--- config.mk ---
export PLATFORM = sky130hd
export DESIGN_NAME = irq_controller
export DESIGN_NICKNAME = d
export VERILOG_FILES = /design/src/rtl/irq_controller_pkg.sv /design/src/rtl/irq_sync_edge.sv /design/src/rtl/irq_controller.sv
export SDC_FILE = /design/constraint.sdc
export NUM_CORES = 1
export LEC_CHECK = 0
export ABC_AREA = 1
export CORE_UTILIZATION = 43
export CTS_BUF_LIST = sky130_fd_sc_hd__clkbuf_2 sky130_fd_sc_hd__clkbuf_4 sky130_fd_sc_hd__clkbuf_8
export DETAILED_ROUTE_END_ITERATION = 10
export PLACE_DENSITY_LB_ADDON = 0.15
export SYNTH_ARGS = -nofsm -noshare
export SYNTH_HDL_FRONTEND = slang
export SYNTH_SLANG_ARGS = --single-unit
--- constraint.sdc ---
create_clock -name clock -period 2 [get_ports clock]
set_input_delay 0.4 -clock clock [delete_from_list [all_inputs] [get_ports clock]]
set_output_delay 0.4 -clock clock [all_outputs]
set_load 0.01 [all_outputs]
--- src/rtl/irq_controller_pkg.sv ---
// Shared types and helpers for the prioritised, nesting interrupt controller.
// The priority encoder works on a MAX_IRQ-wide vector; narrower vectors are zero-extended.
package irq_controller_pkg;

  localparam int unsigned MAX_IRQ = 16;
  localparam int unsigned IDX_W = 5;
  // One past the highest channel: ranks below every real index, so "nothing set" never wins.
  localparam logic [IDX_W-1:0] IDX_NONE = 5'd16;

  typedef enum logic [0:0] {
    IDLE = 1'b0,
    REQ  = 1'b1
  } irq_state_t;

  function automatic int unsigned irq_id_width(int unsigned num_irq);
    return (num_irq <= 1) ? 1 : $clog2(num_irq);
  endfunction

  function automatic logic [IDX_W-1:0] lowest_set_index(logic [MAX_IRQ-1:0] vec);
    logic [IDX_W-1:0] idx;
    idx = IDX_NONE;
    for (int i = MAX_IRQ - 1; i >= 0; i--) begin
      if (vec[i]) idx = IDX_W'(i);
    end
    return idx;
  endfunction

endpackage

--- src/rtl/irq_sync_edge.sv ---
// One interrupt channel: multi-flop synchroniser followed by a prev register for edge detection.
module irq_sync_edge #(
  parameter int unsigned SYNC_STAGES = 2
) (
  input  logic clock,
  input  logic reset,
  input  logic src,
  output logic level,
  output logic rise
);

  logic [SYNC_STAGES-1:0] sync_q;
  logic                   prev_q;

  always_ff @(posedge clock or posedge reset) begin
    if (reset) begin
      sync_q <= '0;
      prev_q <= 1'b0;
    end else begin
      sync_q <= {sync_q[SYNC_STAGES-2:0], src};
      prev_q <= sync_q[SYNC_STAGES-1];
    end
  end

  assign level = sync_q[SYNC_STAGES-1];
  // prev resets low, so a line already high at reset release reads as a rising edge.
  assign rise  = level & ~prev_q;

endmodule

--- src/rtl/irq_controller.sv ---
// Prioritised interrupt controller: pending latch, in-service nesting stack and request FSM
// that holds one committed request towards controlpath until it is acknowledged.
module irq_controller
  import irq_controller_pkg::*;
#(
  parameter int unsigned        NUM_IRQ       = 8,
  parameter int unsigned        ADDR_W        = 16,
  parameter logic [ADDR_W-1:0]  VECTOR_BASE   = 16'hFF00,
  parameter int unsigned        VECTOR_STRIDE = 2,
  parameter int unsigned        SYNC_STAGES   = 2
) (
  input  logic                              clock,
  input  logic                              reset,
  input  logic [NUM_IRQ-1:0]                irq_src,
  input  logic [NUM_IRQ-1:0]                irq_edge_mode,
  input  logic [NUM_IRQ-1:0]                irq_mask,
  input  logic                              global_enable,
  input  logic                              irq_ack,
  input  logic                              irq_eoi,
  output logic                              irq,
  output logic [ADDR_W-1:0]                 irq_vector,
  output logic [irq_id_width(NUM_IRQ)-1:0]  irq_id,
  output logic [NUM_IRQ-1:0]                pending,
  output logic [NUM_IRQ-1:0]                in_service
);

  localparam int unsigned IRQ_ID_W = irq_id_width(NUM_IRQ);

  logic [NUM_IRQ-1:0] sync_level;
  logic [NUM_IRQ-1:0] sync_rise;

  for (genvar g = 0; g < NUM_IRQ; g++) begin : g_chan
    irq_sync_edge #(
      .SYNC_STAGES (SYNC_STAGES)
    ) u_sync (
      .clock (clock),
      .reset (reset),
      .src   (irq_src[g]),
      .level (sync_level[g]),
      .rise  (sync_rise[g])
    );
  end

  irq_state_t          state_q, state_d;
  logic [NUM_IRQ-1:0]  edge_pend_q, edge_pend_d;
  logic [NUM_IRQ-1:0]  in_service_q, in_service_d;
  logic [IRQ_ID_W-1:0] irq_id_q, irq_id_d;
  logic [ADDR_W-1:0]   irq_vector_q, irq_vector_d;

  logic [NUM_IRQ-1:0]  eligible;
  logic [NUM_IRQ-1:0]  id_onehot;
  logic [NUM_IRQ-1:0]  ack_clr;
  logic [NUM_IRQ-1:0]  is_lowest_bit;
  logic [IDX_W-1:0]    win_idx;
  logic [IDX_W-1:0]    is_idx;
  logic                accept;
  logic                ack_fire;

  always_comb begin
    pending  = (edge_pend_q & irq_edge_mode) | (sync_level & ~irq_edge_mode);
    eligible = pending & irq_mask & {NUM_IRQ{global_enable}};
    win_idx  = lowest_set_index(MAX_IRQ'(eligible));
    is_idx   = lowest_set_index(MAX_IRQ'(in_service_q));
    // IDX_NONE exceeds every real index, so an empty in-service set admits any winner.
    accept   = (win_idx < is_idx);
    ack_fire = (state_q == REQ) && irq_ack;

    id_onehot = NUM_IRQ'(1) << irq_id_q;
    ack_clr   = ack_fire ? id_onehot : '0;

    // Set wins over a coincident ack clear.
    edge_pend_d = (edge_pend_q & ~ack_clr) | (sync_rise & irq_edge_mode);

    is_lowest_bit = in_service_q & (~in_service_q + NUM_IRQ'(1));
    in_service_d  = in_service_q;
    if (irq_eoi) in_service_d = in_service_d & ~is_lowest_bit;
    if (ack_fire) in_service_d = in_service_d | id_onehot;
  end

  always_comb begin
    state_d      = state_q;
    irq_id_d     = irq_id_q;
    irq_vector_d = irq_vector_q;
    unique case (state_q)
      IDLE: begin
        if (accept) begin
          irq_id_d     = IRQ_ID_W'(win_idx);
          irq_vector_d = VECTOR_BASE + ADDR_W'(win_idx) * ADDR_W'(VECTOR_STRIDE);
          state_d      = REQ;
        end
      end
      REQ: begin
        // Committed: only an ack retires the request.
        if (irq_ack) state_d = IDLE;
      end
      default: state_d = IDLE;
    endcase
  end

  always_ff @(posedge clock or posedge reset) begin
    if (reset) begin
      state_q      <= IDLE;
      edge_pend_q  <= '0;
      in_service_q <= '0;
      irq_id_q     <= '0;
      irq_vector_q <= VECTOR_BASE;
    end else begin
      state_q      <= state_d;
      edge_pend_q  <= edge_pend_d;
      in_service_q <= in_service_d;
      irq_id_q     <= irq_id_d;
      irq_vector_q <= irq_vector_d;
    end
  end

  assign irq        = (state_q == REQ);
  assign irq_id     = irq_id_q;
  assign irq_vector = irq_vector_q;
  assign in_service = in_service_q;

endmodule

Word-level counts from Yosys, hierarchy flattened --
Index checks and enable logic that the tools add are counted.
Operators by class: $lt $le $gt $ge 1, bitwise operators 32, eq/ne operators 0, shift-type cells 1, multiplexer cells 22, multipliers 0, div/mod/pow operators 0, reductions and logical operators 2, add/sub/neg operators 2
Operators with widths (count):
- $mux 5 | 16
- $and 8x8->8 | 8
- $not 8->8 | 4
- $mux 8 | 3
- $or 8x8->8 | 3
- $add 9x7->10 const A | 1
- $not 1->1 | 9
- $add 8x1->8 const B | 1
- $and 1x1->1 | 8
- $shl 1x3->8 const A | 1
- $lt 5x5->1 | 1
- $mux 1 | 2
- $pmux 1 s2 | 1
- $reduce_and 2->1 | 1
- $logic_and 1x1->1 | 1
Word-level totals: output and inout port bits 36, RAM bits 0, memories 0, memory bits (read-only) 0, logic and storage cells 81, bits in latches 0, register bits 60

Depth between registers and ports, before layout --
Gate-level depths: netlist of run 1.
word-level depth 16, gate-level depth with buffers 16, gate-level depth less buffers 16

Cells and area by module --
From an unflattened synthesis of run 1, not the netlist that was laid out.
Unflattened totals: cells, all modules 244, area total of the unflattened synthesis 2114.5 um^2
By module, submodules not included:
- irq_controller | sequential area each 525.5 um^2, cells each 196, instances 1, area an instance 1403.8 um^2
- irq_sync_edge | sequential area each 75.1 um^2, cells each 6, instances 8, area an instance 88.8 um^2

Worst setup path after synthesis of run 1 --
OpenSTA, ideal clock, no wires.
path type input to register, start input port irq_edge_mode[3], end register irq_id_q[1], in the netlist irq_id[1], path slack -0.063 ns, data arrival time 1.946 ns, buffers on the path 0, data required time 1.883 ns, library setup time 0.117 ns, stages on the path 11, cells stage by stage o21ai_1 > nand3_1 > nand4_1 > nor2_1 > ha_1 > a21oi_1 > o21ai_0 > nor2_1 > nand2_4 > nand2_1 > nand2_1
Between the ends: word-level cells in the longest chain between the ends 11
RTL lines:
- from (decl) | line irq_controller.sv:15 | input logic [NUM_IRQ-1:0] irq_edge_mode,
- $not 8->8 | line irq_controller.sv:60 | pending = (edge_pend_q & irq_edge_mode) | (sync_level & ~irq_edge_mode);
- $and 8x8->8 | line irq_controller.sv:60
- $or 8x8->8 (*) | line irq_controller.sv:60
- $and 8x8->8 (*) (2 in series) | line irq_controller.sv:61 | eligible = pending & irq_mask & {NUM_IRQ{global_enable}};
- $mux 5 (*) (4 in series) | line irq_controller_pkg.sv:23 | if (vec[i]) idx = IDX_W'(i);
- net win_idx[2] | line irq_controller.sv:54 | logic [IDX_W-1:0] win_idx;
- $lt 5x5->1 (*) | line irq_controller.sv:65 | accept = (win_idx < is_idx);
- $reduce_and 2->1 (no line) (*)
- to (signal assigned) | line irq_controller.sv:111 | irq_id_q <= irq_id_d;
- to (decl) | line irq_controller.sv:47 | logic [IRQ_ID_W-1:0] irq_id_q, irq_id_d;
Mark *: on every way through the listed nets, which the timed path passes. The rest lies on a longest branch. A chain may end at the register's enable or synchronous reset.

Final worst setup path of run 1 --
start input port irq_mask[6], end register irq_vector_q[5], in the netlist irq_vector[5]
Between the ends: word-level cells in the longest chain between the ends 11
RTL lines:
- from (decl) | line irq_controller.sv:16 | input logic [NUM_IRQ-1:0] irq_mask,
- $and 8x8->8 (*) (2 in series) | line irq_controller.sv:61
- $mux 5 (*) (7 in series) | line irq_controller_pkg.sv:23
- net win_idx[2] | line irq_controller.sv:54
- branches (longest 2 deep; another with $add 9x7->10)
- to (signal assigned) | line irq_controller.sv:112 | irq_vector_q <= irq_vector_d;
- to (decl) | line irq_controller.sv:48 | logic [ADDR_W-1:0] irq_vector_q, irq_vector_d;
Mark *: on every way through the listed nets, which the timed path passes.

==> results.sh, run 1 <==
export IMPL_status="finished, violations left"
export IMPL_violations="setup timing"
export IMPL_critPathRequiredTime_ns=2.19
export IMPL_hold_depth=0
export IMPL_fillers=360
export IMPL_numCtsBuffers=5
export IMPL_layout_nets=348
export IMPL_cp_max_fo=5
export IMPL_n_antenna_cell=0
export IMPL_design_die_area_mm2=0.00494
export IMPL_grt_pass1_vias=1681
export IMPL_end_kind="flip-flop"
export IMPL_multiInputGateArea_um2=769
export IMPL_drc=0
export IMPL_fin_crit_ns=2.03
export IMPL_setup_violations_final=4
export IMPL_crit_type="in2reg"
export IMPL_htreeDepth=2
export IMPL_drive_gt1_share_pct=26.5
export IMPL_skew_ns=0.00538
export IMPL_vias_per_cell=4.72
export IMPL_crit_chain="clkdlybuf4s50_1 -> nand2_2 -> inv_2 -> nand2_2 -> o21ai_4 -> nor2_1 -> nor2_2 -> ha_4 -> a21oi_2 -> o21ai_1 -> nor2_2 -> nand2_4 -> nand2_2 -> nand2_2"
export IMPL_netlist_area_mm2=0.00201
export IMPL_core_area_mm2=0.00441
export IMPL_worst_setup_path_start_kind="primary input"
export IMPL_drtPass1Iterations=4
export IMPL_ys_seq_area_share_pct=56.1
export IMPL_arrival_ns=2.23
export IMPL_num_vias=1740
export IMPL_drtIter0Drc=74
export IMPL_p_leak_nw=1.46
export IMPL_root_buffer="clkbuf_8"
export IMPL_slew_headroom_pct=55.4
export IMPL_power_density_mw_per_mm2=1170
export IMPL_synth_seq_cells=45
export IMPL_worst_pin_slew_ns=0.664
export IMPL_syn_to_final_growth_pct=49.4
export IMPL_antenna_found_initial=0
export IMPL_cts_tree="built"
export IMPL_gp_congestion=0.848
export IMPL_fmax_mhz=491
export IMPL_grt_max_degree=25
export IMPL_fin_crit_sh_pct=102
export IMPL_reg2regPathDepth=13
export IMPL_hold_viol_final=0
export IMPL_dpl_hpwl_mm=3.23
export IMPL_postRouteAntennaNets=0
export IMPL_critical_path_max_stage_delay_ns=0.47
export IMPL_synth_cells=222
export IMPL_wl_mm=4.28
export IMPL_clkLatencyLatePin_ns=0.29
export IMPL_fp_row_count=24
export IMPL_fin_util_pct=67.9
export IMPL_slew_viol_final=0
export IMPL_critical_path_slowest_cell="clkdlybuf4s50_1"
export IMPL_ir_worst_vdd_mv=0.559
export IMPL_clockBufferDepth=2
export IMPL_cap_violations=0
export IMPL_rsz0062_at_grt="true"
export IMPL_regArea_mm2=0.00113
export IMPL_grt_overflow_total=0
export IMPL_start_util_pct=45.4
export IMPL_synth_avg_cell_area_um2=9.03
export IMPL_hp_class="reg2reg"
export IMPL_port_buffers=52
export IMPL_clock_sinks=45
export IMPL_grt_pass1_wl_mm=7.34
export IMPL_path_clk_slew_ns=0.08
export IMPL_die_h_um=70.3
export IMPL_yosys_cell_types_count=25
export IMPL_routedWlPerCell_um=11.6
export IMPL_die_width_um=70.3
export IMPL_io_pins=65
export IMPL_yosysWarnings=0
export IMPL_fin_ws_ns=-0.0349
export IMPL_grt_util_all_layers_pct=19.2
export IMPL_crit_path_frequent_cell="nand2_2"
export IMPL_tns_ns=-0.126
sequential cells by signal (all words and copies together) (netlist names):
name / flops
in_service: 8
irq_vector: 2
edge_pend_q: 8
g_chan.u_sync.prev_q: 8
g_chan.u_sync.sync_q: 16
irq: 1
irq_id: 2
layout make-up:
type                            count  area share, %
Clock inverter                      2          0.459
Timing Repair Buffer               93           27.8
Inverter                           28           3.51
Multi-Input combinational cell    143           25.7
Tap cell                           52           2.17
Sequential cell                    45           37.6
Clock buffer                        6           2.76
critical path: cells and delay by family:
kind / cells / cell delay [ns]
and+or+nand+nor: 8 / 0.82
AOI/OAI and AO/OA: 3 / 0.26
adders and majority gates: 1 / 0.24
buffers and inverters: 2 / 0.52
cells in the final DEF, fill, tap and decap left out, drive strengths merged, types with 3 or more instances in the layout:
master / n
inv: 26
dlygate4sd2: 10
conb: 12
nand2: 56
nand3: 12
nor2: 16
clkbuf: 6
ha: 3
buf: 41
clkinv: 4
dfrtp: 45
clkdlybuf4s50: 41
a21oi: 3
o21ai: 31
o31ai: 3
routing by layer:
metal  GRT usage, %  share of wire, %  routed length [µm]
met3           4.47               5.1                 217
met2           30.6                49                2120
met5              0                 0                   0
met1           25.1                43                1850
met4           8.22               2.3                  97
power breakdown:
| group | total (mW) | switching, mW | internal (mW) |
|---|---|---|---|
| Clock | 0.571 | 0.291 | 0.280 |
| Combinational | 1.73 | 0.865 | 0.861 |
| Sequential | 1.22 | 0.135 | 1.09 |
logic make-up after synthesis:
| family | count (synthesis) | share of synthesized area, % |
|---|---|---|
| AO/OA/AOI/OAI | 39 | 10.6 |
| adder cells (fa/ha/maj) | 3 | 1.87 |
| buffers and inverters | 44 | 11.4 |
| flip-flops | 45 | 56.1 |
| multiplexers | 1 | 0.499 |
| other | 2 | 0.374 |
| AND/OR/NAND/NOR | 88 | 19.1 |
Yosys cell counts (all sizes together):
| cell | count | area, µm² |
|---|---|---|
| o21ai | 31 | 163 |
| nor4 | 1 | 6.26 |
| nand3 | 12 | 65.1 |
| clkinv | 1 | 3.75 |
| ha | 3 | 37.5 |
| nor2 | 16 | 60.1 |
| a21oi | 3 | 15.0 |
| nor3 | 2 | 10.0 |
| conb | 2 | 7.51 |
| nand2 | 56 | 235 |
| mux2i | 1 | 10.0 |
| dfrtp | 45 | 1130 |
| nand4 | 1 | 6.26 |
| o31ai | 3 | 22.5 |
| buf | 16 | 124 |
| inv | 27 | 101 |
| a31oi | 1 | 6.26 |
| o22ai | 1 | 6.26 |
worst paths after layout:
check	start	endpoint	slack, ns
worst max-delay path	irq_mask[6]	irq_vector[5]	-0.03
worst min register to register	g_chan[6].u_sync.sync_q[0]	g_chan[6].u_sync.sync_q[1]	0.35
worst min-delay path	g_chan[6].u_sync.sync_q[0]	g_chan[6].u_sync.sync_q[1]	0.35
worst max register to register	g_chan[5].u_sync.sync_q[1]	irq_vector[5]	-0.01
max in group asynchronous	reset	irq	1.09
min in group asynchronous	reset	g_chan[4].u_sync.sync_q[0]	0.42
timing repair:
item                                    4_1_cts  5_1_grt
endpoints found under the hold margin         0        0
hold buffers                                  0        0
pin swaps                                    14        7
buffers inserted                              5        4
gates resized for setup                      24        8
endpoints found under the setup margin       13        7
per-stage QoR:
stage	hold WS [ns]	power (mW)	setup WS (ns)	area, µm²	std cells
floorplan	0.331	2.06	0.0149	2050	232
global placement	0.332	2.74	-0.588	2760	352
detailed placement	0.337	2.79	-0.622	2760	352
CTS	0.356	3.45	-0.0399	2940	365
global route	0.360	3.81	-0.212	3000	369
finish	0.353	3.52	-0.0349	3000	369
Note: power is estimated with default switching activity, not from simulation.
==> run 2, diff against run 1 <==
--- a/config.mk
+++ b/config.mk
@@ -9,6 +9,7 @@
 export CORE_UTILIZATION = 43
 export CTS_BUF_LIST = sky130_fd_sc_hd__clkbuf_2 sky130_fd_sc_hd__clkbuf_4 sky130_fd_sc_hd__clkbuf_8
 export DETAILED_ROUTE_END_ITERATION = 10
+export GPL_ROUTABILITY_DRIVEN = 0
 export PLACE_DENSITY_LB_ADDON = 0.15
 export SYNTH_ARGS = -nofsm -noshare
 export SYNTH_HDL_FRONTEND = slang
==> results of run 2 <==
Final layout, timing and power as in run 1 (identical DEF).
